## src/rtl/pipe_pkg.sv

```systemverilog
`default_nettype none
// ============================================================================
// Module   : pipe_pkg
// Brief    : Shared types for the inter-stage registers: occupancy states,
//            per-stage payload layouts and control-bit kill masks.
// Revision : 1.0 - initial release
// ============================================================================
package pipe_pkg;

  typedef enum logic [1:0] {
    EMPTY = 2'd0,
    ONE   = 2'd1,
    TWO   = 2'd2
  } stage_state_t;

  typedef struct packed {
    logic [31:0] pc;
    logic [31:0] instr;
    logic [31:0] pc_plus4;
  } if_id_t;

  typedef struct packed {
    logic        reg_write;
    logic        mem_read;
    logic        mem_write;
    logic        alu_src;
    logic [3:0]  alu_op;
    logic [4:0]  rd;
    logic [31:0] rs1_val;
    logic [31:0] rs2_val;
    logic [31:0] imm;
  } id_ex_t;

  typedef struct packed {
    logic        reg_write;
    logic        mem_read;
    logic        mem_write;
    logic [4:0]  rd;
    logic [31:0] alu_result;
    logic [31:0] store_data;
  } ex_mem_t;

  typedef struct packed {
    logic        reg_write;
    logic [1:0]  wb_sel;
    logic [4:0]  rd;
    logic [31:0] alu_result;
    logic [31:0] mem_data;
    logic [31:0] pc_plus4;
  } mem_wb_t;

  localparam int IF_ID_WIDTH  = $bits(if_id_t);
  localparam int ID_EX_WIDTH  = $bits(id_ex_t);
  localparam int EX_MEM_WIDTH = $bits(ex_mem_t);
  localparam int MEM_WB_WIDTH = $bits(mem_wb_t);

  // Kill masks cover the leading control bits that would write state.
  localparam logic [IF_ID_WIDTH-1:0]  IF_ID_KILL  = '0;
  localparam logic [ID_EX_WIDTH-1:0]  ID_EX_KILL  = {3'b111, {(ID_EX_WIDTH-3){1'b0}}};
  localparam logic [EX_MEM_WIDTH-1:0] EX_MEM_KILL = {3'b111, {(EX_MEM_WIDTH-3){1'b0}}};
  localparam logic [MEM_WB_WIDTH-1:0] MEM_WB_KILL = {1'b1, {(MEM_WB_WIDTH-1){1'b0}}};

  function automatic logic [1:0] occ_of(stage_state_t s);
    case (s)
      EMPTY:   return 2'd0;
      ONE:     return 2'd1;
      TWO:     return 2'd2;
      default: return 2'd0;
    endcase
  endfunction

endpackage
`default_nettype wire

```

## src/rtl/pipe_stage_if.sv

```systemverilog
`default_nettype none
// ============================================================================
// Module   : pipe_stage_if
// Brief    : Valid/ready stage bus with flush and occupancy observation.
// Revision : 1.0 - initial release
// ============================================================================
interface pipe_stage_if #(
  parameter int PAYLOAD_WIDTH = 104
);
  logic                     flush;
  logic                     in_valid;
  logic                     in_ready;
  logic [PAYLOAD_WIDTH-1:0] in_data;
  logic                     out_valid;
  logic                     out_ready;
  logic [PAYLOAD_WIDTH-1:0] out_data;
  logic [1:0]               occupancy;

  modport master (
    output flush, in_valid, in_data, out_ready,
    input  in_ready, out_valid, out_data, occupancy
  );

  modport slave (
    input  flush, in_valid, in_data, out_ready,
    output in_ready, out_valid, out_data, occupancy
  );
endinterface
`default_nettype wire

```

## src/rtl/pipe_slot.sv

```systemverilog
`default_nettype none
// ============================================================================
// Module   : pipe_slot
// Brief    : One valid bit plus payload register; load wins over clear.
// Revision : 1.0 - initial release
// ============================================================================
module pipe_slot #(
  parameter int WIDTH = 104
) (
  input  wire logic             clk,
  input  wire logic             rst_n,
  input  wire logic             i_load,
  input  wire logic             i_clear,
  input  wire logic [WIDTH-1:0] i_data,
  output logic                  o_valid,
  output logic [WIDTH-1:0]      o_data
);

  logic             valid_q, valid_d;
  logic [WIDTH-1:0] data_q,  data_d;

  // Data only moves on load, so bubbles leave the register untouched.
  always_comb begin
    valid_d = valid_q;
    data_d  = data_q;
    if (i_load) begin
      valid_d = 1'b1;
      data_d  = i_data;
    end else if (i_clear) begin
      valid_d = 1'b0;
    end
  end

  always_ff @(posedge clk or negedge rst_n) begin
    if (!rst_n) begin
      valid_q <= 1'b0;
      data_q  <= '0;
    end else begin
      valid_q <= valid_d;
      data_q  <= data_d;
    end
  end

  assign o_valid = valid_q;
  assign o_data  = data_q;

endmodule
`default_nettype wire

```

## src/rtl/pipe_stage.sv

```systemverilog
`default_nettype none
// ============================================================================
// Module   : pipe_stage
// Brief    : Payload-agnostic pipeline register with valid/ready, flush,
//            control-bit kill mask and optional two-entry skid buffer.
// Revision : 1.0 - initial release
// ============================================================================
module pipe_stage
  import pipe_pkg::*;
#(
  parameter int                     PAYLOAD_WIDTH = 104,
  parameter logic [PAYLOAD_WIDTH-1:0] KILL_MASK   = '0,
  parameter bit                     SKID          = 1'b1
) (
  input  wire logic   clk,
  input  wire logic   rst_n,
  pipe_stage_if.slave bus
);

  logic                     w_accept;
  logic                     w_consume;
  logic                     w_in_ready;
  logic [1:0]               w_occupancy;
  logic                     w_main_load;
  logic                     w_main_clear;
  logic [PAYLOAD_WIDTH-1:0] w_main_din;
  logic                     w_main_valid;
  logic [PAYLOAD_WIDTH-1:0] w_main_data;

  assign w_accept  = bus.in_valid & w_in_ready & ~bus.flush;
  assign w_consume = w_main_valid & bus.out_ready;

  pipe_slot #(.WIDTH(PAYLOAD_WIDTH)) u_main (
    .clk     (clk),
    .rst_n   (rst_n),
    .i_load  (w_main_load),
    .i_clear (w_main_clear),
    .i_data  (w_main_din),
    .o_valid (w_main_valid),
    .o_data  (w_main_data)
  );

  generate
    if (SKID) begin : g_skid
      stage_state_t             state_q, state_d;
      logic [1:0]               occ_q, occ_d;
      logic                     in_ready_q, in_ready_d;
      logic                     main_load, main_clear;
      logic                     skid_load, skid_clear;
      logic                     skid_valid;
      logic [PAYLOAD_WIDTH-1:0] skid_data;

      pipe_slot #(.WIDTH(PAYLOAD_WIDTH)) u_skid (
        .clk     (clk),
        .rst_n   (rst_n),
        .i_load  (skid_load),
        .i_clear (skid_clear),
        .i_data  (bus.in_data),
        .o_valid (skid_valid),
        .o_data  (skid_data)
      );

      always_comb begin
        state_d    = state_q;
        main_load  = 1'b0;
        main_clear = 1'b0;
        skid_load  = 1'b0;
        skid_clear = 1'b0;
        case (state_q)
          EMPTY: begin
            if (w_accept) begin
              state_d   = ONE;
              main_load = 1'b1;
            end
          end
          ONE: begin
            if (w_accept && w_consume) begin
              main_load = 1'b1;
            end else if (w_accept) begin
              state_d   = TWO;
              skid_load = 1'b1;
            end else if (w_consume) begin
              state_d    = EMPTY;
              main_clear = 1'b1;
            end
          end
          TWO: begin
            if (w_consume) begin
              state_d    = ONE;
              main_load  = 1'b1;
              skid_clear = 1'b1;
            end
          end
          default: state_d = EMPTY;
        endcase
        // Flush overrides every transfer, including a pending skid->main move.
        if (bus.flush) begin
          state_d    = EMPTY;
          main_load  = 1'b0;
          skid_load  = 1'b0;
          main_clear = 1'b1;
          skid_clear = 1'b1;
        end
        in_ready_d = (state_d != TWO);
        occ_d      = occ_of(state_d);
      end

      always_ff @(posedge clk or negedge rst_n) begin
        if (!rst_n) begin
          state_q    <= EMPTY;
          occ_q      <= 2'd0;
          in_ready_q <= 1'b1;
        end else begin
          state_q    <= state_d;
          occ_q      <= occ_d;
          in_ready_q <= in_ready_d;
        end
      end

      assign w_in_ready   = in_ready_q;
      assign w_occupancy  = occ_q;
      assign w_main_load  = main_load;
      assign w_main_clear = main_clear;
      // A live skid entry is by construction the next one main must take.
      assign w_main_din   = skid_valid ? skid_data : bus.in_data;
    end else begin : g_single
      assign w_in_ready   = ~w_main_valid | bus.out_ready;
      assign w_occupancy  = {1'b0, w_main_valid};
      assign w_main_load  = w_accept;
      assign w_main_clear = bus.flush | (w_consume & ~w_accept);
      assign w_main_din   = bus.in_data;
    end
  endgenerate

  assign bus.in_ready  = w_in_ready;
  assign bus.out_valid = w_main_valid;
  assign bus.out_data  = w_main_data & ~(KILL_MASK & {PAYLOAD_WIDTH{~w_main_valid}});
  assign bus.occupancy = w_occupancy;

endmodule
`default_nettype wire
```

## src/flat_wrapper.sv

```systemverilog
// flat-port wrapper written by rule: the top's interface ports become plain ports
module pipe_stage_flat import pipe_pkg::*;
#(
  parameter int                     PAYLOAD_WIDTH = 104,
  parameter logic [PAYLOAD_WIDTH-1:0] KILL_MASK   = '0,
  parameter bit                     SKID          = 1'b1
)
  (clk, rst_n, bus_flush, bus_in_valid, bus_in_data, bus_out_ready, bus_in_ready, bus_out_valid, bus_out_data, bus_occupancy);
  pipe_stage_if #(.PAYLOAD_WIDTH(PAYLOAD_WIDTH)) bus_i ();
  input  wire logic clk;
  input  wire logic rst_n;
  input wire logic [$bits(bus_i.flush)-1:0] bus_flush;
  input wire logic [$bits(bus_i.in_valid)-1:0] bus_in_valid;
  input wire logic [$bits(bus_i.in_data)-1:0] bus_in_data;
  input wire logic [$bits(bus_i.out_ready)-1:0] bus_out_ready;
  output wire logic [$bits(bus_i.in_ready)-1:0] bus_in_ready;
  output wire logic [$bits(bus_i.out_valid)-1:0] bus_out_valid;
  output wire logic [$bits(bus_i.out_data)-1:0] bus_out_data;
  output wire logic [$bits(bus_i.occupancy)-1:0] bus_occupancy;
  assign bus_i.flush = bus_flush;
  assign bus_i.in_valid = bus_in_valid;
  assign bus_i.in_data = bus_in_data;
  assign bus_i.out_ready = bus_out_ready;
  assign bus_in_ready = bus_i.in_ready;
  assign bus_out_valid = bus_i.out_valid;
  assign bus_out_data = bus_i.out_data;
  assign bus_occupancy = bus_i.occupancy;
  pipe_stage #(.PAYLOAD_WIDTH(PAYLOAD_WIDTH), .KILL_MASK(KILL_MASK), .SKID(SKID)) u_core (.clk(clk), .rst_n(rst_n), .bus(bus_i));
endmodule
```

## config.mk

```make
export PLATFORM = sky130hd
export DESIGN_NAME = pipe_stage_flat
export DESIGN_NICKNAME = d
export VERILOG_FILES = /design/src/rtl/pipe_pkg.sv /design/src/rtl/pipe_stage_if.sv /design/src/rtl/pipe_slot.sv /design/src/rtl/pipe_stage.sv /design/src/flat_wrapper.sv
export SDC_FILE = /design/constraint.sdc
export NUM_CORES = 1
export LEC_CHECK = 0
export CORE_MARGIN = 2
export CORE_UTILIZATION = 45
export CTS_CLUSTER_SIZE = 12
export DETAILED_ROUTE_END_ITERATION = 8
export PLACE_DENSITY = 0.84
export SLEW_MARGIN = 30
export SYNTH_ARGS = -nofsm -noshare
export SYNTH_HDL_FRONTEND = slang
export SYNTH_SLANG_ARGS = --single-unit
export TNS_END_PERCENT = 10
```

## constraint.sdc

```tcl
create_clock -name clk -period 4.3 [get_ports clk]
set_clock_uncertainty 0.15 [all_clocks]
set_input_delay 0.43 -clock clk [delete_from_list [all_inputs] [get_ports clk]]
set_output_delay 0.43 -clock clk [all_outputs]
set_load 0.02 [all_outputs]
```

==> impl_metrics.json <==
{
  "status": "completed",
  "finalSetupViolCount": 0,
  "synth_fa_ha_area_frac": 0,
  "cts_buffers": 23,
  "grt_pass1_wl_um": 31000,
  "drv_slew": 0,
  "fp.dieH_um": 148,
  "worstMarginPinSlew_ns": 0.815,
  "syn_nets": 697,
  "cp_cell_sequence": "clkdlybuf4s50_1, and4bb_2, nand2_4, buf_4, mux2_2",
  "placed_area_um2": 11700,
  "required_ns": 4.53,
  "cts-htree-levels": 1,
  "min_path_type": "flip-flop to flip-flop",
  "core_um2": 20200,
  "n_antenna_cell": 0,
  "avgRoutedWirePerCell_um": 17.4,
  "max_stage_delay_ns": 0.69,
  "cp_num_buf_inv": 2,
  "hpwl_um": 12200,
  "die_x_um": 148,
  "synth_enable_flop_cells": 0,
  "ys_seq_area_frac": 0.579,
  "fin_tns_setup_ns": 0,
  "clock_path_buffers": 3,
  "rsz0062_at_grt": "false",
  "cts.sinks": 215,
  "post-route-cell-area_um2": 12400,
  "die_area_um2": 21800,
  "synthFlopType": "dfrtp_1",
  "slowest_stage": "clkdlybuf4s50_1",
  "syn_area_per_cell_um2": 15.8,
  "synthSimpleGateAreaFrac": 0.00969,
  "p_total_mw": 7.64,
  "syn_to_final_growth_pct": 33.6,
  "postRouteWirelength_um": 18900,
  "fin_crit_ns": 2.34,
  "synth-xor-area-share": 0.000942,
  "drive_above_1_share": 0.324,
  "cp-start-kind": "input pin",
  "cts.clk_slew.worst_paths_ns": 0.06,
  "async_flop_share": 1.00,
  "cts_resized": 0,
  "drtIter0Drc": 116,
  "path_max_fanout": 30,
  "grt_overflow": 0,
  "p_leak_nw": 5.13,
  "cp.arrival_ns": 2.57,
  "slew-limit-headroom": 0.457,
  "ir_drop_mv": 0.363,
  "antenna_found_initial": 0,
  "synth_top_family_by_area": "multiplexers",
  "timing.fmax_ghz": 0.426,
  "grt_max_degree": 103,
  "synth_cells": 588,
  "finalCritPeriodShare": 0.545,
  "num_vias": 5569,
  "crit_type": "input pin to flip-flop",
  "cts_tree": "built",
  "final_nets": 911,
  "first_global_vias": 6014,
  "start_util": 0.459,
  "synth_seq_cells": 215,
  "finalHoldViolCount": 0,
  "synth_compound_area_frac": 0.00834,
  "portBuffers": 216,
  "ant_nets": 0,
  "gr-usage-all-layers": 0.174,
  "clock-root-buffer": "clkbuf_16",
  "drc": 0,
  "p_per_area_nw_per_um2": 615,
  "synth_warnings": 0,
  "synth_mux_area_frac": 0.378,
  "end_kind": "flip-flop",
  "cap_violations": 0,
  "finalWeightedCongestion": 0.785,
  "drtPass1Iterations": 4,
  "io_pins": 217,
  "placementRows": 52,
  "netlist_area_um2": 9300,
  "crit_family": "buffers and inverters",
  "worstSkewPairLatency_ns": 0.48,
  "viasPerCell": 5.13,
  "synth.distinct_cells": 27
}
-- synthesized netlist by cell type, drive strengths merged (2+ instances only) --
library cell  number  area share
dfrtp            214        0.58
mux2             312        0.38
buf               26       0.020
clkbuf             9      0.0036
o31ai              2      0.0016
nor2               3      0.0012
nand2              4      0.0016
a21oi              2      0.0011
a221oi             2      0.0019
-- flip-flops by register name, summed over array words and instances (netlist names) --
signal,cells
u_core.g_skid.state_q,2
u_core.u_main.o_valid,1
u_core.bus.in_ready,1
u_core.g_skid.u_skid.o_data,104
u_core.u_main.o_data,104
u_core.g_skid.u_skid.o_valid,1
u_core.bus.occupancy,2
-- cells in the final DEF, fill, tap and decap left out, drive strengths merged, types with 2 or more instances in the layout --
cell             n
a21oi            2
buf              7
clkbuf          39
clkdlybuf4s50  215
nand2            4
dfrtp          214
nor2             3
mux2           312
a221oi           2
o31ai            2
-- cell families after synthesis --
group,Yosys count
flip-flops,215
XOR/XNOR,1
AO/OA/AOI/OAI,9
buffers and inverters,36
multiplexers,312
AND/OR/NAND/NOR,15
-- power by group --
group          internal (mW)  total (mW)  switching, mW
clock network           1.10        1.85          0.743
logic                   1.41        2.46           1.05
registers               2.89        3.34          0.440
-- layout make-up --
cell class              instances  area, um^2
inverters                       1        3.75
repair buffers                224        2280
fillers                      1558        7810
clock buffers                  38         702
well taps                     270         338
multi-input cells             337        3710
clock inverters                 1        5.00
flip-flops and latches        215        5390
-- through the flow --
| stage | instances | setup WS, ns | utilization | hold slack, ns |
|---|---|---|---|---|
| after CTS | 1086 | 1.96 | 0.614 | 0.338 |
| after detailed placement | 1046 | 1.42 | 0.578 | 0.325 |
| final | 1086 | 1.96 | 0.614 | 0.334 |
| after global routing | 1086 | 1.88 | 0.614 | 0.351 |
| after global placement | 1046 | 1.46 | 0.578 | 0.317 |
| after floorplan | 588 | 2.38 | - | -0.0156 |
-- metal layers --
| layer | global-route usage | share of wire |
|---|---|---|
| met5 | 0 | 0 |
| met4 | 0.0409 | 0.017 |
| met3 | 0.0522 | 0.077 |
| met2 | 0.296 | 0.48 |
| met1 | 0.219 | 0.42 |
-- what timing repair did --
| item | CTS | global route |
|---|---|---|
| hold buffers | 1 | 0 |
| buffers inserted | 0 | 0 |
| hold endpoints to repair | 99 | 0 |
| endpoints found under the setup margin | 0 | 0 |
-- path summary, 6_finish.rpt --
kind / startpoint / to / slack, ns / depth (start not counted)
max in group asynchronous: rst_n / u_core.g_skid.u_skid.o_valid$_DFFE_PN0P_ / 2.46 / 3
worst min-delay path: u_core.u_main.o_data[55]$_DFFE_PN0P_ / u_core.u_main.o_data[55]$_DFFE_PN0P_ / 0.33 / 1
min in group asynchronous: rst_n / u_core.u_main.o_data[65]$_DFFE_PN0P_ / 0.42 / 2
worst max-delay path: bus_flush / u_core.g_skid.u_skid.o_data[60]$_DFFE_PN0P_ / 1.96 / 5
worst min register to register: u_core.u_main.o_data[55]$_DFFE_PN0P_ / u_core.u_main.o_data[55]$_DFFE_PN0P_ / 0.33 / 1
worst max register to register: u_core.g_skid.u_skid.o_valid$_DFFE_PN0P_ / u_core.u_main.o_data[60]$_DFFE_PN0P_ / 2.02 / 3
(Power assumes the default switching activity.)
